`config.mk`:
```
export PLATFORM = sky130hd
export DESIGN_NAME = score_keeper
export DESIGN_NICKNAME = d
export VERILOG_FILES = /design/src/rtl/score_keeper.sv
export SDC_FILE = /design/constraint.sdc
export NUM_CORES = 1
export LEC_CHECK = 0
export BUFFER_PORTS_ARGS = -buffer_cell sky130_fd_sc_hd__buf_2
export CAP_MARGIN = 20
export CORE_UTILIZATION = 51
export DETAILED_ROUTE_END_ITERATION = 16
export GPL_ROUTABILITY_DRIVEN = 1
export PLACE_DENSITY = 0.75
export SETUP_SLACK_MARGIN = 0.05
export SYNTH_ARGS = -nofsm -noshare
export SYNTH_HDL_FRONTEND = slang
export SYNTH_SLANG_ARGS = --single-unit
```
`constraint.sdc`:
```
create_clock -name clk -period 1.75 [get_ports clk]
set_clock_uncertainty 0.1 [all_clocks]
set_input_delay 0.35 -clock clk [delete_from_list [all_inputs] [get_ports clk]]
set_output_delay 0.35 -clock clk [all_outputs]
set_load 0.05 [all_outputs]
```
`src/rtl/score_keeper.sv`:
```
// score_keeper: pong-style score/serve FSM with edge-detected start and point inputs.
module score_keeper #(
    parameter int WIN_SCORE   = 7,
    parameter int SERVE_DELAY = 60
) (
    input  logic       clk,
    input  logic       reset,
    input  logic       frame_tick,
    input  logic       start,
    input  logic       point_1,
    input  logic       point_2,
    output logic [3:0] score_1,
    output logic [3:0] score_2,
    output logic       ball_run,
    output logic [1:0] state,
    output logic [1:0] winner
);
    typedef enum logic [1:0] {IDLE = 2'd0, SERVE = 2'd1, PLAY = 2'd2, OVER = 2'd3} state_t;
    localparam logic [3:0] WIN   = 4'(WIN_SCORE);
    localparam logic [7:0] DELAY = 8'(SERVE_DELAY);

    state_t     r_state, w_next;
    logic [7:0] r_cnt, w_cnt;
    logic [3:0] r_s1, r_s2, w_s1, w_s2, w_inc1, w_inc2;
    logic [1:0] r_win, w_win;
    logic       r_run, r_start_d, r_p1_d, r_p2_d;
    logic       w_start_ev, w_p1_ev, w_p2_ev;

    assign w_start_ev = start & ~r_start_d;
    assign w_p1_ev    = point_1 & ~r_p1_d;
    assign w_p2_ev    = point_2 & ~r_p2_d;
    assign w_inc1     = (r_s1 == 4'd9) ? 4'd9 : r_s1 + 4'd1;
    assign w_inc2     = (r_s2 == 4'd9) ? 4'd9 : r_s2 + 4'd1;

    always_comb begin
        w_next = r_state;
        w_cnt  = r_cnt;
        w_s1   = r_s1;
        w_s2   = r_s2;
        w_win  = r_win;
        case (r_state)
            IDLE: if (w_start_ev) begin
                w_next = SERVE;
                w_cnt  = DELAY;
            end
            SERVE: if (r_cnt == 8'd0) w_next = PLAY;
                   else if (frame_tick) w_cnt = r_cnt - 8'd1;
            PLAY: begin
                // a tied point is thrown away and the rally is re-served
                if (w_p1_ev && w_p2_ev) begin
                    w_next = SERVE;
                    w_cnt  = DELAY;
                end else if (w_p1_ev) begin
                    w_s1   = w_inc1;
                    w_next = (w_inc1 == WIN) ? OVER : SERVE;
                    w_win  = (w_inc1 == WIN) ? 2'd1 : r_win;
                    w_cnt  = DELAY;
                end else if (w_p2_ev) begin
                    w_s2   = w_inc2;
                    w_next = (w_inc2 == WIN) ? OVER : SERVE;
                    w_win  = (w_inc2 == WIN) ? 2'd2 : r_win;
                    w_cnt  = DELAY;
                end
            end
            OVER: if (w_start_ev) begin
                w_next = IDLE;
                w_s1   = 4'd0;
                w_s2   = 4'd0;
                w_win  = 2'd0;
            end
            default: w_next = IDLE;
        endcase
    end

    always_ff @(posedge clk or negedge reset) begin
        if (!reset) begin
            r_state   <= IDLE;
            r_cnt     <= 8'd0;
            r_s1      <= 4'd0;
            r_s2      <= 4'd0;
            r_win     <= 2'd0;
            r_run     <= 1'b0;
            r_start_d <= 1'b0;
            r_p1_d    <= 1'b0;
            r_p2_d    <= 1'b0;
        end else begin
            r_state   <= w_next;
            r_cnt     <= w_cnt;
            r_s1      <= w_s1;
            r_s2      <= w_s2;
            r_win     <= w_win;
            r_run     <= (w_next == PLAY);
            r_start_d <= start;
            r_p1_d    <= point_1;
            r_p2_d    <= point_2;
        end
    end

    assign score_1  = r_s1;
    assign score_2  = r_s2;
    assign ball_run = r_run;
    assign state    = r_state;
    assign winner   = r_win;
endmodule

```
---- Yosys cells after proc, flatten, opt, wreduce, memory -nomap -nowiden ----
Cells that the tools add are included.
operators by class
  bitwise operators ....................... 6
  equality and inequality tests ........... 20
  div/mod/pow operators ................... 0
  $lt $le $gt $ge ......................... 0
  multipliers ............................. 0
  shift-type cells ........................ 0
  multiplexer cells ....................... 33
  reduce and logical (&&, ||, !) cells .... 9
  add/subtract/negate cells ............... 3
operators by type and width
  cell                                                                number
  8-bit 2-to-1 mux                                                    6
  4-bit 2-to-1 mux                                                    8
  2-bit 2-to-1 mux                                                    14
  8-bit case mux with 3 select lines                                  1
  2-bit != test, second input constant                                8
  4-bit case mux with 2 select lines                                  2
  5-bit AND reduction                                                 2
  3-bit != test, second input constant                                3
  4-bit by 1-bit adder with 4-bit output, second input constant       2
  4-bit by 3-bit == test with 1-bit output, second input constant     2
  4-bit == test, second input constant                                2
  8-bit logical NOT                                                   1
  2-bit case mux with 4 select lines                                  1
  8-bit by 1-bit subtractor with 8-bit output, second input constant  1
  2-bit == test, second input constant                                3
  6-bit AND reduction                                                 1
  4-bit != test, second input constant                                1
  2-bit case mux with 2 select lines                                  1
  4-bit AND reduction                                                 1
  1-bit AND                                                           3
  1-bit NOT                                                           3
  3-bit nonzero test                                                  1
  2-bit by 1-bit == test with 1-bit output, second input constant     1
  2-bit logical NOT                                                   1
  2 further kinds                                                     2
storage, ports and cells
  output and inout bits ................... 13
  memories kept ........................... 0
  bits in latches ......................... 0
  RAM bits ................................ 0
  bits in registers ....................... 24
  word-level logic and storage cells ...... 80
  ROM bits ................................ 0
  bits of input ports ..................... 6

---- Logic depth before layout (Yosys ltp) ----
  depth after elaboration ................. 9
  depth in mapped cells ................... 7
  mapped depth without buffers ............ 7

---- Worst setup path before layout ----
OpenSTA, ideal clock, no wires.
  kind .................................... register -> register
  start point ............................. register r_state[0], in the netlist state[0]
  end point ............................... register r_cnt[4]
  library setup time ...................... 0.131 ns
  arrival ................................. 1.783 ns
  buffers on the path ..................... 1
  cell stages (with the launch flop) ...... 7
  period minus slack after synthesis ...... 2.014 ns
  setup slack ............................. -0.264 ns
  required time ........................... 1.519 ns
  cells stage by stage .................... dfrtp_1 > buf_2 > nor2_1 > a22oi_4 > nand4_4 > o31a_1 > or3_1
between the ends
  word-level cells in the longest chain between the ends .. 3
  elaborated cells on any way between the ends .. 10
  those cells by class .................... eq/ne (6); mux (1); reduce/logical (3)
ends and longest elaborated chain
  item                                             RTL line  RTL
  start, declared                                  22        state_t r_state, w_next;
  start signal, assigned                           87        r_state <= w_next;
  2-bit == test (tied with other cells)            41        case (r_state)
  4-bit != test (no line) (tied with other cells)  --
  5-bit AND reduction (no line)                    --
  end signal, assigned                             88        r_cnt <= w_cnt;
  end, declared                                    23        logic [7:0] r_cnt, w_cnt;
Parallel ways exist; a longest one is shown, timed or not.
A chain may end at the register's enable or synchronous reset.

---- Final worst setup path ----
  start point ............................. register r_start_d
  end point ............................... register r_cnt[4]
between the ends
  word-level cells in the longest chain between the ends .. 4
ends and longest elaborated chain
  item                           RTL line  RTL
  start, declared                26        logic r_run, r_start_d, r_p1_d, r_p2_d;
  start signal, assigned         93        r_start_d <= start;
  1-bit NOT                      29        assign w_start_ev = start & ~r_start_d;
  1-bit AND                      29
  2-bit != test (no line)        --
  5-bit AND reduction (no line)  --
No other way between the ends.

==> results.txt <==
status = complete, but fails checks
failing checks = setup timing
hold_sp = point_1
drt pass-1 iters = 4
HPWL Detailed = 2320 µm
Peak VDD IR = 1050 µV
FF-to-FF Start = r_start_d$_DFF_PN0_
CTS clk-pin slew, worst paths = 0.14 ns
GPL Wtd Cong = 0.886
CTS tree = done
vias after detailed routing = 1404
WL/cell = 15.9 µm
Die H = 55.1 µm
DRC Markers = 0
Setup crit end kind = flip-flop
Final Hold Vio Count = 0
YS warnings = 0
vias in the first global route = 1190
Worst Path Required = 1.86 ns
Syn Nets = 167
CORE AREA = 2570 µm²
Area Overhead vs Synth = 38.6%
WP data arrival = 1.90 ns
Slew Viols, Final = 0
Initial Util = 56.1%
FMAX = 0.557 GHz
synth top area cells = dfrtp_1 42%, o21ai_0 4.9%, ha_1 4.3%, nand2_1 4.2%, nor2b_1 3.5%
Syn Std Cell Area = 1440 µm²
Worst Setup SP = r_start_d$_DFF_PN0_
GRT overflow = 0
Final setup viols = 1
final worst slack = -0.0460 ns
CP Launch Type = flip-flop
combinational share of power = 52.1%
synth cell count leaders = 24 x dfrtp_1, 16 x nand2_1, 14 x o21ai_0
worst slack, placed = -0.0672 ns
gr usage total = 25.3%
sequential share of the synthesized area = 41.7%
DP Area = 1690 µm²
Post-DRT Antenna Nets = 0
leakage power = 0.883 nW
top cell type by total area after synthesis = dfrtp_1
worst rel slew slack = 63.2%
period utilization = 103%
first-pass GRT wire length = 5450 µm
switching share of power = 43.3%
largest family of logic cells by synthesized area = simple AND/OR/NAND/NOR gates
clock buffer depth = 2
# diodes = 0
total CTS buffers = 3
CTS H-tree depth = 1
RSZ-0062 raised after global routing = yes
Filler cells = 176
Seq cells post-synth = 24
async set or reset register ratio after synthesis = 100%
clk_lat worst skew = 0.31 ns
row count = 18
critical path's slowest cell = dfrtp_1
Vias/cell = 6.10
PortBufs = 18
area occupied by registers = 612 µm²
syn_area_per_cell = 9.23 µm²
Synth Area in Compound Gates = 19.1%
layout cell share with drive strength beyond 1 = 45.5%
count of cell types in the netlist = 46
antenna violations before repair = 0
HP Class = input port to flip-flop
P_sw = 1.21 mW
worst-path maximum fanout = 5
Cells after Synth = 156
CTS Sinks = 24
largest net degree at the start of global routing = 25
Inst Count DP = 214
multiplexer share of the synthesized area = 0%
final non-filler cell total = 230
Die X = 55.1 µm
Critical Path, Cell by Cell = nand2b_2 > a22oi_4 > nand4_4 > o31a_1 > or3_1
area share of the largest cell type after synthesis = 41.7%
Finished Core Util = 77.7%
CP peak stage delay = 0.44 ns
Total Wirelength = 3660 µm
area of the multi-input gates = 968 µm²
most numerous cell in the Yosys netlist = dfrtp_1
PwrDens = 1400 nW/µm²
internal cell power = 1.59 mW
pin slew with the least headroom to its limit = 0.553 ns
top_reg_cell synth = dfrtp_1
simple-gate area share of the yosys netlist = 29.6%
Iter 0 DRT Violations = 37
CTS Root Cell = clkbuf_4
Post-synth EDFFs = 0
Crit path buffers/inverters = 0
IO Count = 19
final instance area = 2000 µm²
Layout Nets = 212
crit path time final = 1.80 ns
CP delay by family, top = simple AND/OR/NAND/NOR gates
kind of critical path = flip-flop to flip-flop
Flop pwr share = 33.4%
die area = 3040 µm²
synthesized-area fraction occupied by adder cells = 4.34%
xor and xnor area share after synthesis = 1.82%
MaxCap Viol Count = 0
clock group share of total power = 14.5%
path summary, 6_finish.rpt:
check	to	slack, ns	depth (start not counted)
worst max register to register	r_cnt[4]$_DFFE_PN0P_	-0.05	5
worst min-delay path	r_p1_d$_DFF_PN0_	0.06	1
max in group asynchronous	r_cnt[3]$_DFFE_PN0P_	0.72	2
worst max-delay path	r_cnt[4]$_DFFE_PN0P_	-0.05	5
min in group asynchronous	score_1[2]$_DFFE_PN0P_	0.43	2
worst min register to register	winner[0]$_DFFE_PN0P_	0.41	1
state kept, by name (all words and copies together), names as in the netlist, 2 cells and up:
name,count
r_cnt,8
score_1,4
score_2,4
state,2
winner,2
layout make-up:
class / count / share of cell area [%]
clock buffers: 3 / 1.13
clock inverters: 1 / 1.50
inverters: 5 / 0.940
multi-input cells: 121 / 48.5
flip-flops and latches: 24 / 30.7
well taps: 30 / 1.88
repair buffers: 46 / 15.4
metrics by stage:
stage | hold slack, ns | total power, mW | setup TNS (ns)
2_1_floorplan | -0.0456 | 1.70 | -0.0642
3_3_place_gp | 0.257 | 2.00 | 0
3_5_place_dp | 0.265 | 2.04 | -0.0706
4_1_cts | 0.0531 | 2.56 | 0
5_1_grt | 0.0498 | 2.97 | -0.350
6_report | 0.0601 | 2.80 | -0.0460
cells in the final DEF (no fill, tap or decap), types with 2 or more instances in the layout:
cell type  netlist  final
a21oi_2          0      2
buf_2            3     18
buf_4            1     26
clkbuf_4         0      3
dfrtp_1         24     15
dfrtp_2          0      9
ha_1             5      3
ha_4             0      2
inv_1            5      3
inv_2            0      2
nand2_1         16     14
nand2_2          0      2
nand2b_1         5      3
nand2b_4         0      2
nand3_1          8      6
nand3_2          1      2
nand3b_1         3      3
nand4_1          3      3
nor2_1          12     11
nor2b_1          8      7
o21ai_0         14      8
o21ai_1          0      4
o21ai_2          0      2
o31ai_1          4      3
o41ai_2          0      2
or3_1            6      5
xor2_1           3      3
power by group through the flow:
stage	clock network, mW	registers, mW	logic (mW)
floorplan	0	1.13	0.575
global placement	0	0.909	1.09
detailed placement	0	0.925	1.12
CTS	0.408	0.916	1.23
global route	0.427	0.960	1.59
finish	0.406	0.937	1.46
cell families after synthesis:
family                     Yosys count
buffers and inverters               11
AOI/OAI and AO/OA                   39
xor gates and xnor gates             3
adders and majority gates            5
and+or+nand+nor                     74
DFF                                 24
metal layers:
metal / track usage [%] / wire length, µm / up-vias
li1: - / - / 663
met1: 37.5 / 1690 / 685
met2: 38.8 / 1740 / 48
met3: 3.28 / 153 / 8
met4: 6.25 / 65 / 0
met5: 0 / 0 / -
timing repair:
item | 4_1_cts | 5_1_grt
pin swaps | 3 | 10
gates resized for setup | 4 | 37
buffers inserted | 6 | 6
hold buffers | 1 | 0
hold endpoints to repair | 24 | 0
endpoints found under the setup margin | 9 | 17
No activity file was read; power rests on OpenSTA's default activity.
